## config.mk

```make
export PLATFORM = sky130hd
export DESIGN_NAME = cache_set_controller
export DESIGN_NICKNAME = d
export VERILOG_FILES = /design/src/rtl/cache_set_controller.sv
export SDC_FILE = /design/constraint.sdc
export NUM_CORES = 1
export LEC_CHECK = 0
export ABC_AREA = 1
export ABC_CLOCK_PERIOD_IN_PS = 3920
export CORE_AREA = 4 4 207 209
export DETAILED_ROUTE_END_ITERATION = 10
export DIE_AREA = 0 0 211 213
export PLACE_DENSITY = 0.77
export SYNTH_ARGS = -nofsm -noshare
export SYNTH_HDL_FRONTEND = slang
export SYNTH_SLANG_ARGS = --single-unit
```

## constraint.sdc

```tcl
create_clock -name clk -period 3.92 [get_ports clk]
set_input_delay 1.176 -clock clk [delete_from_list [all_inputs] [get_ports clk]]
set_output_delay 1.176 -clock clk [all_outputs]
set_load 0.01 [all_outputs]
```

## src/rtl/cache_set_controller.sv

```systemverilog
// Per-set cache controller: tag lookup, victim choice, writeback/fill, way updates.
// Optional hit/miss counters are built when CACHE_SET_CTRL_STATS_EN is defined.
module cache_set_controller #(
  parameter int NUM_WAYS      = 4,
  parameter int DATA_WIDTH    = 32,
  parameter int ADDRESS_WIDTH = 32,
  parameter int BLOCK_SIZE    = 32,
  localparam int OFF_W = $clog2(BLOCK_SIZE),
  localparam int TAG_W = ADDRESS_WIDTH - OFF_W,
  localparam int AGE_W = $clog2(NUM_WAYS)
) (
  input  logic                          clk,
  input  logic                          reset,
  input  logic                          req_valid,
  output logic                          req_ready,
  input  logic                          req_we,
  input  logic [ADDRESS_WIDTH-1:0]      req_addr,
  input  logic [DATA_WIDTH-1:0]         req_wdata,
  output logic                          rsp_valid,
  input  logic                          rsp_ready,
  output logic                          rsp_hit,
  output logic [DATA_WIDTH-1:0]         rsp_rdata,
  input  logic [NUM_WAYS*TAG_W-1:0]     way_tag,
  input  logic [NUM_WAYS-1:0]           way_valid,
  input  logic [NUM_WAYS-1:0]           way_dirty,
  input  logic [NUM_WAYS-1:0]           way_expired,
  input  logic [NUM_WAYS*AGE_W-1:0]     way_age,
  input  logic [NUM_WAYS*DATA_WIDTH-1:0] way_dout,
  output logic [NUM_WAYS-1:0]           way_allocate,
  output logic [NUM_WAYS-1:0]           way_wen,
  output logic [ADDRESS_WIDTH-1:0]      way_addr,
  output logic [DATA_WIDTH-1:0]         way_din,
  output logic                          accessed,
  output logic [AGE_W-1:0]              accessed_age,
  output logic                          mem_req_valid,
  input  logic                          mem_req_ready,
  output logic                          mem_we,
  output logic [ADDRESS_WIDTH-1:0]      mem_addr,
  output logic [DATA_WIDTH-1:0]         mem_wdata,
  input  logic                          mem_rvalid,
  input  logic [DATA_WIDTH-1:0]         mem_rdata
`ifdef CACHE_SET_CTRL_STATS_EN
  ,
  output logic [31:0]                   hit_count,
  output logic [31:0]                   miss_count
`endif
);

  localparam int IDX_W = (NUM_WAYS > 1) ? $clog2(NUM_WAYS) : 1;

  typedef enum logic [2:0] {
    IDLE,
    LOOKUP,
    WRITEBACK,
    FILL,
    ALLOC,
    UPDATE,
    RESPOND
  } state_t;

  state_t                   state_q, state_d;
  logic                     we_q, we_d;
  logic [ADDRESS_WIDTH-1:0] addr_q, addr_d;
  logic [DATA_WIDTH-1:0]    wdata_q, wdata_d;
  logic [IDX_W-1:0]         victim_q, victim_d;
  logic                     hit_q, hit_d;
  logic [DATA_WIDTH-1:0]    rdata_q, rdata_d;
  logic [ADDRESS_WIDTH-1:0] wb_addr_q, wb_addr_d;
  logic [DATA_WIDTH-1:0]    wb_data_q, wb_data_d;
  logic                     fill_sent_q, fill_sent_d;
  logic [DATA_WIDTH-1:0]    fill_data_q, fill_data_d;

  logic             hit;
  logic [IDX_W-1:0] hit_idx;
  logic             inv_found;
  logic [IDX_W-1:0] inv_idx;
  logic             exp_found;
  logic [IDX_W-1:0] exp_idx;
  logic [IDX_W-1:0] vic_idx;
  logic [TAG_W-1:0] req_tag;

  assign req_tag = addr_q[ADDRESS_WIDTH-1:OFF_W];

  // Tag compare across valid ways; scanning downward leaves the lowest match.
  always_comb begin
    hit     = 1'b0;
    hit_idx = '0;
    for (int i = NUM_WAYS - 1; i >= 0; i--) begin
      if (way_valid[i] && (way_tag[i*TAG_W +: TAG_W] == req_tag)) begin
        hit     = 1'b1;
        hit_idx = IDX_W'(i);
      end
    end
  end

  // Victim: lowest invalid way, else lowest expired way, else the last way.
  always_comb begin
    inv_found = 1'b0;
    inv_idx   = '0;
    exp_found = 1'b0;
    exp_idx   = '0;
    for (int i = NUM_WAYS - 1; i >= 0; i--) begin
      if (!way_valid[i]) begin
        inv_found = 1'b1;
        inv_idx   = IDX_W'(i);
      end
      if (way_expired[i]) begin
        exp_found = 1'b1;
        exp_idx   = IDX_W'(i);
      end
    end
    if (inv_found) begin
      vic_idx = inv_idx;
    end else if (exp_found) begin
      vic_idx = exp_idx;
    end else begin
      vic_idx = IDX_W'(NUM_WAYS - 1);
    end
  end

  // Next-state and output decode for the request sequencer.
  always_comb begin
    state_d     = state_q;
    we_d        = we_q;
    addr_d      = addr_q;
    wdata_d     = wdata_q;
    victim_d    = victim_q;
    hit_d       = hit_q;
    rdata_d     = rdata_q;
    wb_addr_d   = wb_addr_q;
    wb_data_d   = wb_data_q;
    fill_sent_d = fill_sent_q;
    fill_data_d = fill_data_q;

    req_ready     = 1'b0;
    rsp_valid     = 1'b0;
    rsp_hit       = 1'b0;
    rsp_rdata     = '0;
    way_allocate  = '0;
    way_wen       = '0;
    way_addr      = '0;
    way_din       = '0;
    accessed      = 1'b0;
    accessed_age  = '0;
    mem_req_valid = 1'b0;
    mem_we        = 1'b0;
    mem_addr      = '0;
    mem_wdata     = '0;

    unique case (state_q)
      IDLE: begin
        req_ready = 1'b1;
        if (req_valid) begin
          we_d    = req_we;
          addr_d  = req_addr;
          wdata_d = req_wdata;
          state_d = LOOKUP;
        end
      end
      LOOKUP: begin
        if (hit) begin
          accessed     = 1'b1;
          accessed_age = way_age[int'(hit_idx)*AGE_W +: AGE_W];
          rsp_hit      = 1'b1;
          hit_d        = 1'b1;
          if (we_q) begin
            way_wen[hit_idx] = 1'b1;
            way_addr         = addr_q;
            way_din          = wdata_q;
            rdata_d          = '0;
          end else begin
            rsp_rdata = way_dout[int'(hit_idx)*DATA_WIDTH +: DATA_WIDTH];
            rdata_d   = way_dout[int'(hit_idx)*DATA_WIDTH +: DATA_WIDTH];
          end
          state_d = RESPOND;
        end else begin
          hit_d       = 1'b0;
          victim_d    = vic_idx;
          wb_addr_d   = {way_tag[int'(vic_idx)*TAG_W +: TAG_W], {OFF_W{1'b0}}};
          wb_data_d   = way_dout[int'(vic_idx)*DATA_WIDTH +: DATA_WIDTH];
          fill_sent_d = 1'b0;
          if (way_valid[vic_idx] && way_dirty[vic_idx]) begin
            state_d = WRITEBACK;
          end else begin
            state_d = FILL;
          end
        end
      end
      WRITEBACK: begin
        mem_req_valid = 1'b1;
        mem_we        = 1'b1;
        mem_addr      = wb_addr_q;
        mem_wdata     = wb_data_q;
        if (mem_req_ready) begin
          state_d = FILL;
        end
      end
      FILL: begin
        if (!fill_sent_q) begin
          mem_req_valid = 1'b1;
          mem_addr      = {req_tag, {OFF_W{1'b0}}};
          if (mem_req_ready) begin
            fill_sent_d = 1'b1;
          end
        end else if (mem_rvalid) begin
          fill_data_d = mem_rdata;
          state_d     = ALLOC;
        end
      end
      ALLOC: begin
        way_allocate[victim_q] = 1'b1;
        way_addr               = addr_q;
        accessed               = 1'b1;
        accessed_age           = way_age[int'(victim_q)*AGE_W +: AGE_W];
        state_d                = UPDATE;
      end
      UPDATE: begin
        way_wen[victim_q] = 1'b1;
        way_addr          = addr_q;
        way_din           = we_q ? wdata_q : fill_data_q;
        rsp_rdata         = fill_data_q;
        rdata_d           = fill_data_q;
        hit_d             = 1'b0;
        state_d           = RESPOND;
      end
      RESPOND: begin
        rsp_valid = 1'b1;
        rsp_hit   = hit_q;
        rsp_rdata = rdata_q;
        if (rsp_ready) begin
          state_d = IDLE;
        end
      end
      default: begin
        state_d = IDLE;
      end
    endcase
  end

  // State and request context registers.
  always_ff @(posedge clk) begin
    if (reset) begin
      state_q     <= IDLE;
      we_q        <= 1'b0;
      addr_q      <= '0;
      wdata_q     <= '0;
      victim_q    <= '0;
      hit_q       <= 1'b0;
      rdata_q     <= '0;
      wb_addr_q   <= '0;
      wb_data_q   <= '0;
      fill_sent_q <= 1'b0;
      fill_data_q <= '0;
    end else begin
      state_q     <= state_d;
      we_q        <= we_d;
      addr_q      <= addr_d;
      wdata_q     <= wdata_d;
      victim_q    <= victim_d;
      hit_q       <= hit_d;
      rdata_q     <= rdata_d;
      wb_addr_q   <= wb_addr_d;
      wb_data_q   <= wb_data_d;
      fill_sent_q <= fill_sent_d;
      fill_data_q <= fill_data_d;
    end
  end

`ifdef CACHE_SET_CTRL_STATS_EN
  logic [31:0] hit_count_q, hit_count_d;
  logic [31:0] miss_count_q, miss_count_d;

  // Saturating counters bumped once per lookup outcome.
  always_comb begin
    hit_count_d  = hit_count_q;
    miss_count_d = miss_count_q;
    if (state_q == LOOKUP) begin
      if (hit) begin
        if (hit_count_q != '1) hit_count_d = hit_count_q + 32'd1;
      end else begin
        if (miss_count_q != '1) miss_count_d = miss_count_q + 32'd1;
      end
    end
  end

  // Counter registers.
  always_ff @(posedge clk) begin
    if (reset) begin
      hit_count_q  <= '0;
      miss_count_q <= '0;
    end else begin
      hit_count_q  <= hit_count_d;
      miss_count_q <= miss_count_d;
    end
  end

  assign hit_count  = hit_count_q;
  assign miss_count = miss_count_q;
`endif

endmodule

```

==> flow_metrics.py <==
metrics = {
    "logic_synthesis": {
        "synthTopCellsByCount": "nand2_1 (659), nor2_1 (392), o21ai_0 (286), nand3_1 (251), inv_1 (240)",
        "synth_area_leaders": "dfxtp_1 (27%), nand2_1 (17%), nor2_1 (10%), o21ai_0 (9.7%), nand3_1 (8.6%)",
        "yosysMostFrequentCell": "nand2_1",
        "ys_seq_area_share_pct": 26.6,
        "synthArstFlopShare_pct": 0,
        "netlist.area_leader.share_pct": 26.6,
        "synth_warnings": 0,
        "synthFlopType": "dfxtp_1",
        "netlist_area_um2": 14700,
        "synth_enable_flop_cells": 0,
        "synth_top_area_cell": "dfxtp_1",
        "syn_area_per_cell_um2": 5.59,
        "synth.ff_latch_count": 195,
        "synthDistinctLibCells": 39,
        "synthesis.instances": 2627,
    },
    "power_and_ir_drop": {
        "total_leakage_power_nw": 12.2,
        "irDropWorstVdd_v": 0.000372,
        "power_density_nw_per_um2": 388,
    },
    "sta": {
        "setup_viol": 105,
        "drv_slew": 0,
        "worstMarginPinSlew_ps": 1100,
        "min_period_over_period_pct": 112,
        "skew_ps": 21.4,
        "hold_viol": 0,
        "tns_ps": -34090,
        "layout_min_cycle_time_ps": 4390,
        "relSlewSlack_pct": 26.4,
        "fmax_mhz": 228,
        "fin_ws_ps": -472,
        "grt_setup_unrepaired": "yes",
    },
    "global_route": {
        "grt_busiest_layer": "met2",
        "use_met1_pct": 51.5,
        "overflow": 0,
        "first_global_vias": 20756,
        "use_met2_pct": 57.3,
        "antenna_found_initial": 14,
        "grtUsageMet3_pct": 10.0,
        "grt_usage_pct": 38.5,
        "grt_pass1_wl_um": 131000,
        "grt_start_max_net_pins": 89,
    },
    "routing": {
        "wl_per_cell_um": 23.7,
        "vias_per_cell": 5.75,
        "drtAntennaViolNets": 0,
        "drtIter0Drc": 3076,
        "firstDrtPassIters": 7,
        "drc_errors": 0,
        "vias": 22763,
        "wirelength_um": 94000,
    },
    "hold_path": {
        "whs_path_depth": 2,
        "holdCritPathClass": "reg -> reg",
    },
    "clock_tree": {
        "cts_tree": "done",
        "cts-root-buf": "clkbuf_16",
        "clock_path_buffers": 2,
        "cts_buffers": 17,
        "h-tree-depth": 4,
        "path_clk_slew_ps": 70,
        "cts_num_sinks": 195,
        "insertion_delay_ps": 510,
    },
    "die": {
        "fp.dieArea_um2": 44900,
        "ioPinCount": 535,
        "die_h_um": 213,
        "die_width_um": 211,
        "rows": 74,
        "core_area_um2": 40800,
        "initial_core_util_pct": 36.0,
    },
    "critical_path": {
        "crit_slowest_cell": "clkbuf_16",
        "cp_max_fo": 9,
        "rrSetupSlack_ps": 440,
        "critical_path_arrival_ps": 3220,
        "cp_slowest_stage_delay_ps": 190,
        "worstSetupPathType": "in -> out",
        "reg2reg_depth": 15,
        "crit_chain": "buf_6 > buf_6 > xor2_2 > nor2_1 > nand2_2 > nor2_4 > nand2_4 > nor2_4 > nand2_2 > nand2_4 > nand2_8 > clkbuf_16 > nand3_1 > nand2_2 > nand3_2 > nand3_2 > buf_6",
        "required_ps": 2740,
        "worst_setup_path_start_kind": "input pin",
        "cp-end-kind": "output pin",
    },
    "final_layout": {
        "final_nets": 3760,
        "nFillCells": 3524,
        "drive_gt1_share_pct": 37.8,
        "syn_to_final_growth_pct": 82.8,
    },
    "outcome": {
        "violations": "setup timing",
        "run_status": "complete, but fails checks",
    },
    "placed_design": {
        "portBuffers": 528,
        "pre_cts_slack_ps": -1460,
        "dp_hpwl_um": 65200,
        "gp_congestion": 1.06,
    },
    "run": {
        "maxCapViolCount": 0,
    },
}
## path summary, 6_finish.rpt
path,start,end
max,way_tag[99],rsp_rdata[7]
min,wb_data_q[2]$_SDFFE_PP0P_,wb_data_q[2]$_SDFFE_PP0P_
max reg2reg,addr_q[5]$_SDFFE_PP0P_,wb_addr_q[13]$_SDFFE_PP0P_
min reg2reg,wb_data_q[2]$_SDFFE_PP0P_,wb_data_q[2]$_SDFFE_PP0P_
## critical path: cells and delay by family
kind	cells	cell delay (ps)
xor+xnor	1	170
buf+inv	4	530
simple gates	12	1320
## state kept, by name, summed over array words and instances (netlist names)
signal and flops:
addr_q 32, fill_data_q 32, fill_sent_q 1, hit_q 1, rdata_q 32, state_q 3, victim_q 2, wb_addr_q 27
wb_data_q 32, wdata_q 32, we_q 1
## final cells by class
type,count,area (µm²),share of cell area [%]
clock inverters,15,208,0.774
flip-flops and latches,195,3910,14.6
well taps,532,666,2.48
multi-input cells,1988,11700,43.7
repair buffers,928,8810,32.8
inverters,271,1060,3.94
clock buffers,17,425,1.58
diodes,13,32.5,0.121
## per-stage QoR
step / utilization, % / hold WS [ps] / cells / total power [W] / area (µm²)
2_1_floorplan: - / 430 / 2631 / 0.00502 / 14700
3_5_place_dp: 53.6 / 445 / 3743 / 0.00733 / 21900
5_1_grt: 65.7 / 477 / 3958 / 0.0109 / 26800
6_report: 65.7 / 453 / 3959 / 0.0104 / 26800
3_3_place_gp: 53.6 / 441 / 3743 / 0.00733 / 21900
4_1_cts: 62.1 / 457 / 3941 / 0.00991 / 25300
## cells in the final DEF (no fill, tap or decap), types with 14 or more instances in the layout
cell type	count
a211oi_1	15
a21oi_1	200
buf_12	31
buf_2	105
buf_4	318
buf_6	121
buf_8	17
clkbuf_16	23
clkdlybuf4s50_1	311
dfxtp_1	190
inv_1	183
inv_2	75
nand2_1	433
nand2_2	171
nand2_4	57
nand3_1	122
nand3_2	99
nand3_4	31
nand4_1	26
nor2_1	281
nor2_2	77
nor2_4	38
o21ai_0	266
o21ai_2	15
o22ai_1	52
o22ai_2	14
## cells by family (layout without fill, tap and decap cells)
kind of cell | Yosys count | after routing | share of synthesized area [%]
and+or+nand+nor | 1353 | 1353 | 37.7
buffers and inverters | 448 | 1231 | 12.5
DFF | 195 | 195 | 26.6
AOI/OAI and AO/OA | 607 | 607 | 21.8
xor gates and xnor gates | 23 | 23 | 1.37
other | 1 | 18 | 0.0255
## routing by layer
metal,vias to the layer above,part of all wire [%]
li1,10126,-
met1,10454,38
met2,1768,43
met3,413,12
met5,-,0.020
met4,2,6.5
## where the power goes
part	switching [W]	leakage (nW)	internal, W
Clock	0.00104	0.304	0.000931
Combinational	0.00343	10.3	0.00227
Sequential	0.000340	1.59	0.00242
Total	0.00481	12.2	0.00562
## what timing repair did
action                                  in CTS  in global routing
cloned                                      19                  7
gates resized for setup                   1402                469
endpoints found under the setup margin     134                111
pin swaps                                  229                217
buffers inserted                           152                 23
hold buffers                                 0                  0
(Power assumes the default switching activity.)
